**config.mk**
```make
export PLATFORM = sky130hd
export DESIGN_NAME = apb_master_module
export DESIGN_NICKNAME = d
export VERILOG_FILES = /design/src/rtl/apb_pkg.sv /design/src/rtl/apb_timeout_counter.sv /design/src/rtl/apb_master_module.sv
export SDC_FILE = /design/constraint.sdc
export NUM_CORES = 1
export LEC_CHECK = 0
export BUFFER_PORTS_ARGS = -buffer_cell sky130_fd_sc_hd__clkbuf_2
export CAP_MARGIN = 30
export CORE_AREA = 2 2 133 135
export CTS_CLUSTER_DIAMETER = 150
export CTS_CLUSTER_SIZE = 20
export DETAILED_ROUTE_END_ITERATION = 8
export DIE_AREA = 0 0 135 137
export PLACE_DENSITY = 0.76
export SLEW_MARGIN = 40
export SYNTH_ARGS = -nofsm -noshare
export SYNTH_HDL_FRONTEND = slang
export SYNTH_SLANG_ARGS = --single-unit
```
**constraint.sdc**
```tcl
create_clock -name clk_i -period 2.8 [get_ports clk_i]
set_input_delay 0.14 -clock clk_i [delete_from_list [all_inputs] [get_ports clk_i]]
set_output_delay 0.14 -clock clk_i [all_outputs]
set_load 0.01 [all_outputs]
```
**src/rtl/apb_pkg.sv**
```systemverilog
// Shared APB master definitions: default bus geometry, FSM encoding and the
// slave register map used by software talking through this master.
package apb_pkg;

   localparam int DEF_DATA_WIDTH = 32;
   localparam int DEF_BUS_WIDTH  = 64;
   localparam int DEF_ADDR_WIDTH = 32;
   localparam int DEF_TIMEOUT    = 16;

   localparam logic [4:0] FLAGS_OFFSET = 5'b01100;
   localparam logic [4:0] SP_OFFSET    = 5'b10000;

   typedef enum logic [1:0] {
      ST_IDLE   = 2'd0,
      ST_SETUP  = 2'd1,
      ST_ACCESS = 2'd2,
      ST_RESP   = 2'd3
   } apb_state_e;

   function automatic logic [7:0] sat_inc8(input logic [7:0] value);
      return (value == 8'hFF) ? value : value + 8'd1;
   endfunction

endpackage

```
**src/rtl/apb_timeout_counter.sv**
```systemverilog
// Counts ACCESS-phase cycles; count is 1 in the first ACCESS cycle and
// expired flags the cycle in which TIMEOUT cycles have been spent waiting.
module apb_timeout_counter #(
   parameter int TIMEOUT = 16
) (
   input  logic clk,
   input  logic rst,
   input  logic load,
   input  logic enable,
   output logic expired
);

   localparam logic [7:0] LIMIT = 8'(TIMEOUT);

   logic [7:0] count;

   always_ff @(posedge clk) begin
      if (rst)
         count <= '0;
      else if (load)
         count <= 8'd1;
      else if (enable)
         count <= count + 8'd1;
      else
         count <= '0;
   end

   assign expired = (count == LIMIT);

endmodule

```
**src/rtl/apb_master_module.sv**
```systemverilog
// Single-outstanding APB master: host command in, one SETUP/ACCESS transfer,
// registered response out with slave-error / timeout reporting.
module apb_master_module
   import apb_pkg::*;
#(
   parameter int DATA_WIDTH = DEF_DATA_WIDTH,
   parameter int BUS_WIDTH  = DEF_BUS_WIDTH,
   parameter int ADDR_WIDTH = DEF_ADDR_WIDTH,
   parameter int TIMEOUT    = DEF_TIMEOUT,
   localparam int MAX_DIM   = BUS_WIDTH / DATA_WIDTH
) (
   input  logic                  clk_i,
   input  logic                  rst_i,
   input  logic                  cmd_valid_i,
   output logic                  cmd_ready_o,
   input  logic                  cmd_write_i,
   input  logic [ADDR_WIDTH-1:0] cmd_addr_i,
   input  logic [BUS_WIDTH-1:0]  cmd_wdata_i,
   input  logic [MAX_DIM-1:0]    cmd_strb_i,
   output logic                  rsp_valid_o,
   input  logic                  rsp_ready_i,
   output logic [BUS_WIDTH-1:0]  rsp_rdata_o,
   output logic                  rsp_err_o,
   output logic                  rsp_timeout_o,
   output logic [7:0]            err_count_o,
   output logic                  psel_o,
   output logic                  penable_o,
   output logic                  pwrite_o,
   output logic [ADDR_WIDTH-1:0] paddr_o,
   output logic [BUS_WIDTH-1:0]  pwdata_o,
   output logic [MAX_DIM-1:0]    pstrb_o,
   input  logic                  pready_i,
   input  logic                  pslverr_i,
   input  logic [BUS_WIDTH-1:0]  prdata_i
);

   apb_state_e            state_q, state_d;
   logic                  cmd_ready_q, cmd_ready_d;
   logic                  psel_q, psel_d;
   logic                  penable_q, penable_d;
   logic                  pwrite_q, pwrite_d;
   logic [ADDR_WIDTH-1:0] paddr_q, paddr_d;
   logic [BUS_WIDTH-1:0]  pwdata_q, pwdata_d;
   logic [MAX_DIM-1:0]    pstrb_q, pstrb_d;
   logic                  rsp_valid_q, rsp_valid_d;
   logic [BUS_WIDTH-1:0]  rsp_rdata_q, rsp_rdata_d;
   logic                  rsp_err_q, rsp_err_d;
   logic                  rsp_timeout_q, rsp_timeout_d;
   logic [7:0]            err_count_q, err_count_d;

   logic tmo_load, tmo_enable, tmo_expired;
   logic access_done;

   assign tmo_load    = (state_q == ST_SETUP);
   assign tmo_enable  = (state_q == ST_ACCESS);
   // Slave may signal an error without pready; either ends the access.
   assign access_done = pready_i | pslverr_i;

   apb_timeout_counter #(
      .TIMEOUT(TIMEOUT)
   ) u_timeout (
      .clk    (clk_i),
      .rst    (rst_i),
      .load   (tmo_load),
      .enable (tmo_enable),
      .expired(tmo_expired)
   );

   always_ff @(posedge clk_i) begin
      if (rst_i) begin
         state_q       <= ST_IDLE;
         cmd_ready_q   <= 1'b1;
         psel_q        <= 1'b0;
         penable_q     <= 1'b0;
         pwrite_q      <= 1'b0;
         paddr_q       <= '0;
         pwdata_q      <= '0;
         pstrb_q       <= '0;
         rsp_valid_q   <= 1'b0;
         rsp_rdata_q   <= '0;
         rsp_err_q     <= 1'b0;
         rsp_timeout_q <= 1'b0;
         err_count_q   <= '0;
      end else begin
         state_q       <= state_d;
         cmd_ready_q   <= cmd_ready_d;
         psel_q        <= psel_d;
         penable_q     <= penable_d;
         pwrite_q      <= pwrite_d;
         paddr_q       <= paddr_d;
         pwdata_q      <= pwdata_d;
         pstrb_q       <= pstrb_d;
         rsp_valid_q   <= rsp_valid_d;
         rsp_rdata_q   <= rsp_rdata_d;
         rsp_err_q     <= rsp_err_d;
         rsp_timeout_q <= rsp_timeout_d;
         err_count_q   <= err_count_d;
      end
   end

   always_comb begin
      state_d       = state_q;
      cmd_ready_d   = cmd_ready_q;
      psel_d        = psel_q;
      penable_d     = penable_q;
      pwrite_d      = pwrite_q;
      paddr_d       = paddr_q;
      pwdata_d      = pwdata_q;
      pstrb_d       = pstrb_q;
      rsp_valid_d   = rsp_valid_q;
      rsp_rdata_d   = rsp_rdata_q;
      rsp_err_d     = rsp_err_q;
      rsp_timeout_d = rsp_timeout_q;
      err_count_d   = err_count_q;

      unique case (state_q)
         ST_IDLE: begin
            cmd_ready_d = 1'b1;
            if (cmd_valid_i) begin
               state_d     = ST_SETUP;
               cmd_ready_d = 1'b0;
               psel_d      = 1'b1;
               penable_d   = 1'b0;
               pwrite_d    = cmd_write_i;
               paddr_d     = cmd_addr_i;
               // Reads never present write payload on the bus.
               pwdata_d    = cmd_write_i ? cmd_wdata_i : '0;
               pstrb_d     = cmd_write_i ? cmd_strb_i  : '0;
            end
         end

         ST_SETUP: begin
            state_d   = ST_ACCESS;
            penable_d = 1'b1;
         end

         ST_ACCESS: begin
            if (access_done || tmo_expired) begin
               state_d     = ST_RESP;
               psel_d      = 1'b0;
               penable_d   = 1'b0;
               rsp_valid_d = 1'b1;
               // A real completion in the final cycle wins over the timeout.
               if (access_done) begin
                  rsp_err_d     = pslverr_i;
                  rsp_timeout_d = 1'b0;
                  rsp_rdata_d   = pwrite_q ? '0 : prdata_i;
               end else begin
                  rsp_err_d     = 1'b1;
                  rsp_timeout_d = 1'b1;
                  rsp_rdata_d   = '0;
               end
               if (rsp_err_d)
                  err_count_d = sat_inc8(err_count_q);
            end
         end

         ST_RESP: begin
            if (rsp_ready_i) begin
               state_d       = ST_IDLE;
               cmd_ready_d   = 1'b1;
               rsp_valid_d   = 1'b0;
               rsp_err_d     = 1'b0;
               rsp_timeout_d = 1'b0;
               rsp_rdata_d   = '0;
            end
         end

         default: state_d = ST_IDLE;
      endcase
   end

   assign cmd_ready_o   = cmd_ready_q;
   assign psel_o        = psel_q;
   assign penable_o     = penable_q;
   assign pwrite_o      = pwrite_q;
   assign paddr_o       = paddr_q;
   assign pwdata_o      = pwdata_q;
   assign pstrb_o       = pstrb_q;
   assign rsp_valid_o   = rsp_valid_q;
   assign rsp_rdata_o   = rsp_rdata_q;
   assign rsp_err_o     = rsp_err_q;
   assign rsp_timeout_o = rsp_timeout_q;
   assign err_count_o   = err_count_q;

endmodule

```
==> results.md <==
* Row count at 48
* Post-synth ARST share at 0%
* Syn. warnings at 0
* Predominant post-synthesis flop cell: dfxtp_1
* Post-synthesis simple-gate area fraction at around 25%
* Failing checks: negative hold slack
* CTS Sinks at 187
* Mean Syn Cell Area at 8.66 um2
* Initial antenna violation count at 2
* Setup crit start kind: register
* Element type at the critical path end: register
* Final setup violation count at 0
* Total Routing Usage GR at 26.6%
* First-pass GRT wire length at 39.1 mm
* Gr ovfl total at 0
* Starting Density at 43.5%
* Worst EP arrival at between 2 and 3 ns
* Crit Path Max Fanout at 21
* Critical Path RT at 3.14 ns
* Setup ws final at 0.388 ns
* Via count at approximately 8k
* Post-Syn Area at approximately 0.0074 mm2
* RSZ-0062 raised after global routing: no
* Max_slew headroom at 50.2%
* H-tree levels at 4
* Leakage dissipation at between 4 and 5 nW
* Mux share of post-synthesis cell area at 9.07%
* #FFs+latches synth at 187
* Most frequent cell after synthesis: nand2_1
* Worst hold slack at -0.00729 ns
* Via-to-Cell Ratio at 5.09
* Syn_nets at 1033
* Routed wire length per instance at 16.5 um
* Largest net degree at the start of global routing at 84
* Inst Count DP at 1373
* Synth Area in Adders at 1.18%
* Chip height at ~140 um
* CTS buffer count at 17
* I/O Buffers at 345
* GPL Wtd Cong at 0.784
* Post-DP HPWL at 15.2 mm
* Clk_lat worst skew at around 0.43 ns
* DR pass1 iterations at 5
* CTS root buf: clkbuf_16
* DP Area at 0.00925 mm2
* Status: finished, violations left
* Post-synth EDFFs at 0
* Worst-margin pin slew at 0.747 ns
* Setup_tns at 0 ns
* Vias in the first global route at 7815
* Finished Cell Area at about 0.011 mm2
* CP Class: reg -> reg
* Io pins at 346
* Fin crit period at about 2.4 ns
* Fmax at between 400 and 500 MHz
* DIE AREA at 0.0185 mm2
* PD cells at 761 mW/mm2
* Dominant cell type by area after synthesis: dfxtp_1
* Slew Viols, Final at 0
* CTS tree: built
* Top post-synthesis cells by count: nand2_1, dfxtp_1, a21oi_1
* Initial detailed-routing violation count at 409
* Final std cells w/o fill at 1568
* Remaining routing DRC violations at 0
* Share of layout cells above drive strength 1 at 29.8%
* Top post-synthesis cells by area: dfxtp_1, nand2_1, mux2i_1
* Die W at ~140 um
* Maximum root-to-sink buffer count at 2
* Skew final at between 0.01 and 0.015 ns
* Nets at 1504
* CORE AREA at about 0.017 mm2
* Post-synthesis compound-gate area fraction at 9.37%
* Final Hold Fails at 1
* Maximum vdd ir drop at 0.000479 V
* Main combinational cell family by area after synthesis: simple AND/OR/NAND/NOR gates
* Post-route ant nets at 0
* Area Overhead vs Synth at 54.2%
* Final WL at 25.9 mm
* Share of the synthesized area in the top cell type at 50.4%
* Place WS at about 0.3 ns
* Final Cycle Share at 86.1%
* Sequential area share after synthesis at between 50% and 60%
* Worst Hold Class: in -> reg
* Resized cells post-CTS at 0
* Post-Syn Instances at 857
* Reg clk slew, reported paths at roughly 0.080 ns
* Library cells used by synthesis at 45
* Max cap viols at 0
* Synth Area in XOR/XNOR at 0.708%
## worst paths after layout
path | end | depth (start not counted) | start | slack (ns)
worst max register to register | rsp_rdata_o[0] | 7 | state_q[0] | 0.39
worst min register to register | pwdata_o[3] | 2 | pwdata_o[3] | 0.45
worst min-delay path | pwdata_o[44] | 3 | cmd_wdata_i[44] | -0.007
worst max-delay path | rsp_rdata_o[0] | 7 | state_q[0] | 0.39
## cell type report
class | count | area, um2
fill | 1280 | 5610
sequential | 187 | 3740
timing repair buffer | 517 | 3460
multi-input combinational | 596 | 3360
clock buffer | 19 | 443
tap | 225 | 282
clock inverter | 13 | 120
inverter | 9 | 33.8
antenna | 2 | 5.00
## registers in the layout, summed over array words and instances (netlist names)
name and cells:
cmd_ready_o 1, err_count_o 8, paddr_o 32, penable_o 1
psel_o 1, pstrb_o 2, pwdata_o 64, pwrite_o 1
rsp_err_o 1, rsp_rdata_o 64, rsp_timeout_o 1, rsp_valid_o 1
state_q 2, u_timeout.count 8
## layout by cell type (no fill, tap or decap), drive strengths merged, types with 2 or more instances in the layout
| cell | count |
|---|---|
| nor2 | 18 |
| o31ai | 5 |
| a21oi | 111 |
| nand3 | 75 |
| nor4 | 3 |
| mux2i | 65 |
| inv | 19 |
| ha | 7 |
| dfxtp | 187 |
| dlygate4sd3 | 160 |
| or4 | 5 |
| nand2b | 68 |
| xor2 | 5 |
| mux2 | 2 |
| and3 | 2 |
| or3 | 3 |
| nand2 | 200 |
| clkinv | 3 |
| nor3b | 3 |
| nor2b | 3 |
| diode | 2 |
| o21ai | 5 |
| nor3 | 2 |
| buf | 13 |
| clkbuf | 363 |
## metal layers
metal | GRT usage [%] | share of wire (%)
met1 | 29.6 | 38
met2 | 45.2 | 49
met3 | 8.85 | 8.7
met4 | 14.3 | 4.8
met5 | 0 | 0
## kinds of logic after synthesis
group | Yosys count
AOI/OAI and AO/OA | 130
xor gates and xnor gates | 6
adders and majority gates | 7
buffers and inverters | 74
DFF | 187
muxes | 67
and+or+nand+nor | 386
## worst max-delay path: stages, from the launching register on
cell	delay, ns
dfxtp_1	0.34
ha_1	0.32
nand2b_1	0.17
o21ai_1	0.22
nor2_8	0.44
buf_12	0.26
buf_4	0.29
mux2i_1	0.27
## report_power, final
group	total, mW	leakage [nW]	switching (mW)	internal, mW
clock	2.34	0.281	1.14	1.21
combinational	2.99	3.18	1.74	1.24
sequential	3.38	1.52	0.279	3.10
total	8.71	4.98	3.16	5.55
## stage by stage
stage	power (mW)	utilization, %
CTS	8.66	66.9
global route	9.15	67.1
floorplan	5.22	-
detailed placement	6.13	54.3
global placement	6.10	54.3
finish	8.71	67.1
## what timing repair did
item                                   CTS  global route
hold buffers                           160             0
buffers inserted                         0             0
endpoints found under the hold margin  160             0
No activity file was read; power rests on OpenSTA's default activity.
